==> src/rtl/bias_pkg.sv <==
// Shared widths and FSM state encoding for the bias stream loader.
// Optional checksum framing is enabled with BIAS_CHECKSUM_EN.
package bias_pkg;

    localparam int unsigned BIAS_W  = 8;
    localparam int unsigned OUT_C_W = 4;

    typedef enum logic [2:0] {
        S_IDLE  = 3'd0,
        S_LOAD  = 3'd1,
        S_CHECK = 3'd2,
        S_DONE  = 3'd3,
        S_ERROR = 3'd4
    } state_t;

    // Running 8-bit checksum; wraps modulo 256.
    function automatic logic [BIAS_W-1:0] csum_add(input logic [BIAS_W-1:0] acc,
                                                   input logic [BIAS_W-1:0] b);
        return acc + b;
    endfunction

endpackage

==> src/rtl/bias_stream_loader_if.sv <==
// Byte stream (valid/ready) carrying bias bytes into the loader.
interface bias_stream_loader_if;
    import bias_pkg::*;

    logic              valid;
    logic [BIAS_W-1:0] data;
    logic              ready;

    modport master (output valid, output data, input ready);
    modport slave  (input valid, input data, output ready);

endinterface

==> src/rtl/bias_regfile.sv <==
// Bias store: OC+1 byte entries, one write port and one registered read port.
module bias_regfile
    import bias_pkg::*;
#(
    parameter int unsigned OC = 7
) (
    input  logic               clk,
    input  logic               rst,
    input  logic               we,
    input  logic [OUT_C_W-1:0] waddr,
    input  logic [BIAS_W-1:0]  wdata,
    input  logic               re,
    input  logic [OUT_C_W-1:0] raddr,
    output logic [BIAS_W-1:0]  rdata
);

    localparam int unsigned DEPTH = OC + 1;
    localparam int unsigned AW    = (DEPTH > 1) ? $clog2(DEPTH) : 1;

    logic [BIAS_W-1:0] mem [DEPTH];
    logic              wr_in_range;
    logic              rd_in_range;

    assign wr_in_range = (32'(waddr) <= OC);
    assign rd_in_range = (32'(raddr) <= OC);

    // Contents are deliberately not reset; validity is tracked by the loader.
    always_ff @(posedge clk) begin
        if (we && wr_in_range) begin
            mem[waddr[AW-1:0]] <= wdata;
        end
    end

    always_ff @(posedge clk or negedge rst) begin
        if (!rst) begin
            rdata <= '0;
        end else if (re) begin
            rdata <= rd_in_range ? mem[raddr[AW-1:0]] : '0;
        end
    end

endmodule

==> src/rtl/bias_stream_loader.sv <==
// Loads signed bias bytes from a valid/ready stream into the per-layer bias store.
// Define BIAS_CHECKSUM_EN to require a trailing mod-256 checksum byte.
module bias_stream_loader
    import bias_pkg::*;
#(
    parameter int unsigned OC = 7
) (
    input  logic                clk,
    input  logic                rst,
    input  logic                start,
    bias_stream_loader_if.slave s,
    output logic                loaded,
    output logic                err,
    input  logic                c_load,
    input  logic [OUT_C_W-1:0]  out_c,
    output logic [BIAS_W-1:0]   bias
);

    localparam logic [OUT_C_W-1:0] LAST = OUT_C_W'(OC);

    state_t             state_q;
    logic [OUT_C_W-1:0] addr_q;
    logic               loaded_q;
    logic               gate_q;
    logic               accept;
    logic               we;
    logic [BIAS_W-1:0]  rdata;
`ifdef BIAS_CHECKSUM_EN
    logic [BIAS_W-1:0]  sum_q;
    logic               err_q;
`endif

`ifdef BIAS_CHECKSUM_EN
    assign s.ready = (state_q == S_LOAD) || (state_q == S_CHECK);
    assign err     = err_q;
`else
    assign s.ready = (state_q == S_LOAD);
    assign err     = 1'b0;
`endif

    // start wins over a coincident transfer; that byte is dropped.
    assign accept = s.valid && s.ready && !start;
    assign we     = accept && (state_q == S_LOAD);
    assign loaded = loaded_q;

    always_ff @(posedge clk or negedge rst) begin
        if (!rst) begin
            state_q  <= S_IDLE;
            addr_q   <= '0;
            loaded_q <= 1'b0;
`ifdef BIAS_CHECKSUM_EN
            sum_q    <= '0;
            err_q    <= 1'b0;
`endif
        end else if (start) begin
            state_q  <= S_LOAD;
            addr_q   <= '0;
            loaded_q <= 1'b0;
`ifdef BIAS_CHECKSUM_EN
            sum_q    <= '0;
            err_q    <= 1'b0;
`endif
        end else if (accept) begin
            case (state_q)
                S_LOAD: begin
                    addr_q <= addr_q + 1'b1;
`ifdef BIAS_CHECKSUM_EN
                    sum_q  <= csum_add(sum_q, s.data);
                    if (addr_q == LAST) begin
                        state_q <= S_CHECK;
                    end
`else
                    if (addr_q == LAST) begin
                        state_q  <= S_DONE;
                        loaded_q <= 1'b1;
                    end
`endif
                end
`ifdef BIAS_CHECKSUM_EN
                S_CHECK: begin
                    if (s.data == sum_q) begin
                        state_q  <= S_DONE;
                        loaded_q <= 1'b1;
                    end else begin
                        state_q <= S_ERROR;
                        err_q   <= 1'b1;
                    end
                end
`endif
                default: ;
            endcase
        end
    end

    // Validity of the read is captured alongside the data so bias holds when c_load is low.
    always_ff @(posedge clk or negedge rst) begin
        if (!rst) begin
            gate_q <= 1'b0;
        end else if (c_load) begin
            gate_q <= loaded_q;
        end
    end

    assign bias = gate_q ? rdata : '0;

    bias_regfile #(
        .OC (OC)
    ) u_regfile (
        .clk   (clk),
        .rst   (rst),
        .we    (we),
        .waddr (addr_q),
        .wdata (s.data),
        .re    (c_load),
        .raddr (out_c),
        .rdata (rdata)
    );

endmodule

==> src/flat_wrapper.sv <==
// flat-port wrapper written by rule: the top's interface ports become plain ports
module bias_stream_loader_flat import bias_pkg::*;
#(
    parameter int unsigned OC = 7
)
  (clk, rst, start, loaded, err, c_load, out_c, bias, s_valid, s_data, s_ready);
  bias_stream_loader_if s_i ();
  input  logic clk;
  input  logic rst;
  input  logic start;
  output logic loaded;
  output logic err;
  input  logic c_load;
  input  logic [OUT_C_W-1:0] out_c;
  output logic [BIAS_W-1:0] bias;
  input wire logic [$bits(s_i.valid)-1:0] s_valid;
  input wire logic [$bits(s_i.data)-1:0] s_data;
  output wire logic [$bits(s_i.ready)-1:0] s_ready;
  assign s_i.valid = s_valid;
  assign s_i.data = s_data;
  assign s_ready = s_i.ready;
  bias_stream_loader #(.OC(OC)) u_core (.clk(clk), .rst(rst), .start(start), .s(s_i), .loaded(loaded), .err(err), .c_load(c_load), .out_c(out_c), .bias(bias));
endmodule
==> config.mk <==
export PLATFORM = sky130hd
export DESIGN_NAME = bias_stream_loader_flat
export DESIGN_NICKNAME = d
export VERILOG_FILES = /design/src/rtl/bias_pkg.sv /design/src/rtl/bias_stream_loader_if.sv /design/src/rtl/bias_regfile.sv /design/src/rtl/bias_stream_loader.sv /design/src/flat_wrapper.sv
export SDC_FILE = /design/constraint.sdc
export NUM_CORES = 1
export LEC_CHECK = 0
export ABC_AREA = 1
export BUFFER_PORTS_ARGS = -buffer_cell sky130_fd_sc_hd__buf_2
export CELL_PAD_IN_SITES_DETAIL_PLACEMENT = 1
export CELL_PAD_IN_SITES_GLOBAL_PLACEMENT = 2
export CORE_AREA = 4 4 113 88
export DETAILED_ROUTE_END_ITERATION = 10
export DIE_AREA = 0 0 117 92
export GPL_TIMING_DRIVEN = 0
export PLACE_DENSITY_LB_ADDON = 0.1
export SYNTH_ARGS = -nofsm -noshare
export SYNTH_HDL_FRONTEND = slang
export SYNTH_HIERARCHICAL = 1
export SYNTH_SLANG_ARGS = --single-unit
export TNS_END_PERCENT = 100
==> constraint.sdc <==
create_clock -name clk -period 4.5 [get_ports clk]
set_input_delay 0.9 -clock clk [delete_from_list [all_inputs] [get_ports clk]]
set_output_delay 0.9 -clock clk [all_outputs]
set_load 0.02 [all_outputs]
* Word-level counts from Yosys, hierarchy flattened *
Memories as Yosys holds them, arrays and structs flattened.
Index checks and enable logic that the tools add are counted.

storage, ports and cells
  memories kept = 1
  logic and storage cells = 36
  output and inout bits = 11
  RAM bits = 64
  bits of input ports = 17
  bits in registers = 17

operators by class
  mux-type cells = 15
  magnitude comparators = 2
  reduce and logical (&&, ||, !) cells = 10
  add/sub/neg operators = 1
  equal/unequal tests = 2

memory list
  memory                depth  width  rd ports  clocked after memory_dff  wr ports  line                RTL
  u_core.u_regfile.mem  8      8      1         0                         1         bias_regfile.sv:20  logic [BIAS_W-1:0] mem [DEPTH];

operator list
  kind                   number
  $mux W8                2
  $mux W3                4
  $mux W4                3
  $le A4 B3 Y1 const B   2
  $mux W1                6
  $reduce_bool A2 Y1     3
  $add A4 B1 Y4 const B  1
  $eq A4 B3 Y1 const B   1
  $logic_and A1 B1 Y1    4
  $eq A3 B1 Y1 const B   1
  $reduce_and A3 Y1      1
  $reduce_and A2 Y1      1
  $logic_not A1 Y1       1

* Longest topological paths before layout *
  depth after elaboration = 7
  mapped depth = 9
  mapped depth without buffers = 7

* Modules after synthesis *
Netlist, hierarchy kept.

by module, submodules not included
  module              times used  sequential area each (um2)  area an instance (um2)  cells an instance
  bias_regfile        1           2122.0                      3130.5                  299
  bias_stream_loader  1           175.2                       422.9                   60

* Worst setup path after synthesis *
OpenSTA, ideal clock, no wires.

  kind = input to register
  start = input s_valid
  end = memory u_core.u_regfile.mem[1][0], enable pin
  library setup time = 0.370 ns
  required time = 4.130 ns
  path buffers = 0
  stages = 6
  data arrival time = 1.750 ns
  setup slack = 2.379 ns
  path through = nand3_4 > nor2_4 > inv_1 > nor2_1 > nand2_1 > nor2_1

on the way
  longest elaborated chain between the ends = 6

ends and longest elaborated chain
  what                              line                      RTL
  from (decl)                       flat_wrapper.sv:16        input wire logic [$bits(s_i.valid)-1:0] s_valid;
  $logic_and A1 B1 Y1 (2 in a row)  bias_stream_loader.sv:42  assign accept = s.valid && s.ready && !start;
  $logic_and A1 B1 Y1               bias_stream_loader.sv:43  assign we = accept && (state_q == S_LOAD);
  via u_core.we                     bias_stream_loader.sv:26  logic we;
  $logic_and A1 B1 Y1               bias_regfile.sv:29        if (we && wr_in_range) begin
  $mux W1                           bias_regfile.sv:29
  $mux W1 (not written as such)     bias_regfile.sv:30        mem[waddr[AW-1:0]] <= wdata;
  to (decl)                         bias_regfile.sv:20

The timed path passes the listed nets, and every way through them passes these cells.

* Final worst setup path *
  start = input s_valid
  end = memory u_core.u_regfile.mem[1][3], enable pin

The elaborated chain is that of the path after synthesis.

==> flow_summary_export.csv <==
group,metric,value,unit
finish,drive_gt1_share,16.88,%
sta,drv_slew,0,
clocking,htree_levels,3,
sta,finalCriticalPeriod,2450,ps
grt,grt_pass1_vias,2507,
synthesis,ys.flop_type,"edfxtp_1",
synthesis,syn-cell-area,0.003553,mm²
placement,dp_hpwl,5702,µm
clocking,cts_resized,0,
grt,grtUsageMet1,24.24,%
synthesis,synth_cells,359,
synthesis,yosysWarnings,6,
sta,worst_clock_skew,6.167,ps
clocking,cts_made_buffers,9,
finish,syn2layout_area_growth,15.00,%
clocking,holdBufCountCts,0,
worst_setup_path,path_cells,"buf_2, nand3_4, nor2_4, inv_1, nor2_1, nand2_1, nor2_1",
worst_setup_path,slowest_stage,"nor2_1",
route,wire_per_inst,16.90,µm
power_and_ir_drop,internal_power,1.265,mW
worst_setup_path,setup.worst_path.class,"in -> reg",
sta,clock.fmax,408.2,MHz
clocking,cts_buffer_depth,2,
worst_setup_path,start_kind,"primary input",
synthesis,async_flop_share,18.99,%
finish,fin_util,46.13,%
synthesis,ys_types,22,
clocking,cts_tree,"done",
grt,top_usage_layer,"met2",
route,postRouteAntennaNets,0,
die,fp.dieH,92,µm
sta,setup_tns,0,ps
grt,grt_max_degree,16,
die,core,0.008859,mm²
clocking,postCtsSetupBuffers,0,
placement,numPortBuffers,23,
route,drc,0,
finish,fin_nets,411,
grt,grt_pass1_wl,13500,µm
worst_hold_path,hp-class,"in -> async",
clocking,clk_pin_slew,60,ps
sta,grt_setup_unrepaired,"false",
power_and_ir_drop,p_sw,352.6,µW
placement,dp.cells,494,
worst_setup_path,crit_required,4450,ps
synthesis,yosys-top-cells-area,"edfxtp_1 (54%), nand2_1 (12%), dfrtp_1 (11%)",
sta,worstMarginPinSlew,1056,ps
synthesis,yosysTopAreaCell,"edfxtp_1",
power_and_ir_drop,power.leakage,1.909,nW
synthesis,synth_edf_count,64,
power_and_ir_drop,power_density,395.7,mW/mm²
grt,grt.met3_usage,5.277,%
die,fp.dieArea,0.01076,mm²
worst_setup_path,max_stage_delay,820,ps
sta,setup_viol,0,
die,die_x,117,µm
synthesis,yosysTopAreaCellShare,54.08,%
worst_setup_path,cp_common_cell,"nor2_1",
finish,antenna_cells,0,
worst_setup_path,endpoint_kind,"flip-flop",
placement,place_area,0.003809,mm²
sta,hold_viol_final,0,
power_and_ir_drop,vdd_drop_max,0.1982,mV
sta,finalCritPeriodShare,54.44,%
die,fp-row-count,30,
route,totalWireLength,8604,µm
die,initial_core_util,40.11,%
clocking,clkSinkCount,79,
placement,gp_congestion,0.7165,
route,drtPass1Iterations,4,
power_and_ir_drop,clock_power_share,42.3,%
finish,fin_area,0.004086,mm²
finish,stdcell_count,509,
clocking,clock_latency,330,ps
synthesis,yosysSeqAreaShare,64.65,%
clocking,clockRootBuffer,"clkbuf_16",
synthesis,synth_commonest_cells,"nand2_1 (110), inv_1 (65), edfxtp_1 (64), nand3_1 (52), nor2_1 (18)",
worst_setup_path,worst_ep_arrival_time,2400,ps
power_and_ir_drop,power.share.switching,21.80,%
synthesis,yosysMostFrequentCell,"nand2_1",
grt,antenna_found_initial,0,
die,io_pins,28,
worst_setup_path,cp_max_fo,8,
power_and_ir_drop,seqPwrFrac,50.5,%
route,post_drt_via_cell_ratio,4.692,
synthesis,syn_avg_cell_area,9.898,µm²
route,drt_iter0_drc,183,
outcome,status,"finished, final reports clean",
synthesis,synth_fp_nets,377,
route,vias,2388,
worst_setup_path,rrSetupSlack,2210,ps
grt,grt_usage,17.32,%
run,drv_cap,0,
sta,slew_headroom,29.31,%
grt,met2_usage,26.47,%
grt,grt-ovfl-total,0,
synthesis,ys_ff_latch,79,
power_and_ir_drop,comb_power_share,7.2,%
worst paths after layout:
check,startpoint,endpoint,depth (start not counted)
max,s_valid,u_core/u_regfile/mem[1][3],7
max in group asynchronous,rst,u_core/u_regfile/rdata[2],1
min reg2reg,u_core/u_regfile/rdata[2],u_core/u_regfile/rdata[2],2
max reg2reg,u_core/state_q[1],u_core/u_regfile/mem[1][3],7
min in group clk,u_core/u_regfile/rdata[2],u_core/u_regfile/rdata[2],2
min,rst,u_core/u_regfile/rdata[6],1
critical path: cells and delay by family:
| family | cells | cell delay [ps] |
|---|---|---|
| buf+inv | 2 | 150 |
| simple gates | 5 | 1340 |
power groups by stage:
stage	sequential, mW	combinational (mW)	clock [mW]
6_report	0.816	0.117	0.684
2_1_floorplan	0.829	0.0727	0
5_1_grt	0.818	0.132	0.735
3_5_place_dp	0.831	0.119	0
3_3_place_gp	0.830	0.117	0
4_1_cts	0.816	0.119	0.699
cells in the final DEF, fill, tap and decap left out, drive strengths merged:
| cell type | Yosys | layout |
|---|---|---|
| a21oi | 1 | 1 |
| buf | 13 | 36 |
| bufinv | 0 | 1 |
| clkbuf | 0 | 9 |
| clkinv | 1 | 6 |
| conb | 1 | 1 |
| dfrtp | 15 | 15 |
| edfxtp | 64 | 64 |
| ha | 1 | 1 |
| inv | 69 | 69 |
| nand2 | 119 | 119 |
| nand3 | 53 | 53 |
| nor2 | 21 | 21 |
| o21ai | 1 | 1 |
through the flow:
step | hold WS [ps] | total power, mW | setup slack, ps
after floorplan | 449.4 | 0.9017 | 2379
after global placement | 466.8 | 0.9472 | 1732
after detailed placement | 469.9 | 0.9495 | 1680
after CTS | 473.9 | 1.634 | 2026
after global routing | 489.7 | 1.685 | 1893
final | 473.4 | 1.617 | 2050
area by class of cell:
cell class              count  area [µm²]
inverters                  70       270.3
clock inverters             6       52.55
plain buffers              13       117.6
well taps                 112       140.1
fillers                  1013        4772
repair buffers             23       115.1
clock buffers               9       225.2
flip-flops and latches     79        2297
multi-input cells         197       868.3
state kept, by name, summed over array words and instances (netlist names):
| name | cells |
|---|---|
| u_core/addr_q | 4 |
| u_core/gate_q | 1 |
| u_core/state_q | 2 |
| u_core/u_regfile/mem | 64 |
| u_core/u_regfile/rdata | 8 |
metal layers:
layer  routed length, µm  share of wire (%)  up-vias
met1                3973                 46     1145
met2                4026                 47       48
met3                 493                5.7        8
met4                 110                1.3        0
li1                    -                  -     1187
met5                   0                  0        -
cell families (layout without fill, tap and decap cells):
group,Yosys count,in the layout,synth area share (%)
adders and majority gates,1,1,0.3521
buffers and inverters,83,121,10.92
AOI/OAI and AO/OA,2,2,0.3872
and+or+nand+nor,193,193,23.59
DFF,79,79,64.65
other,1,1,0.1055
No activity file was read; power rests on OpenSTA's default activity.
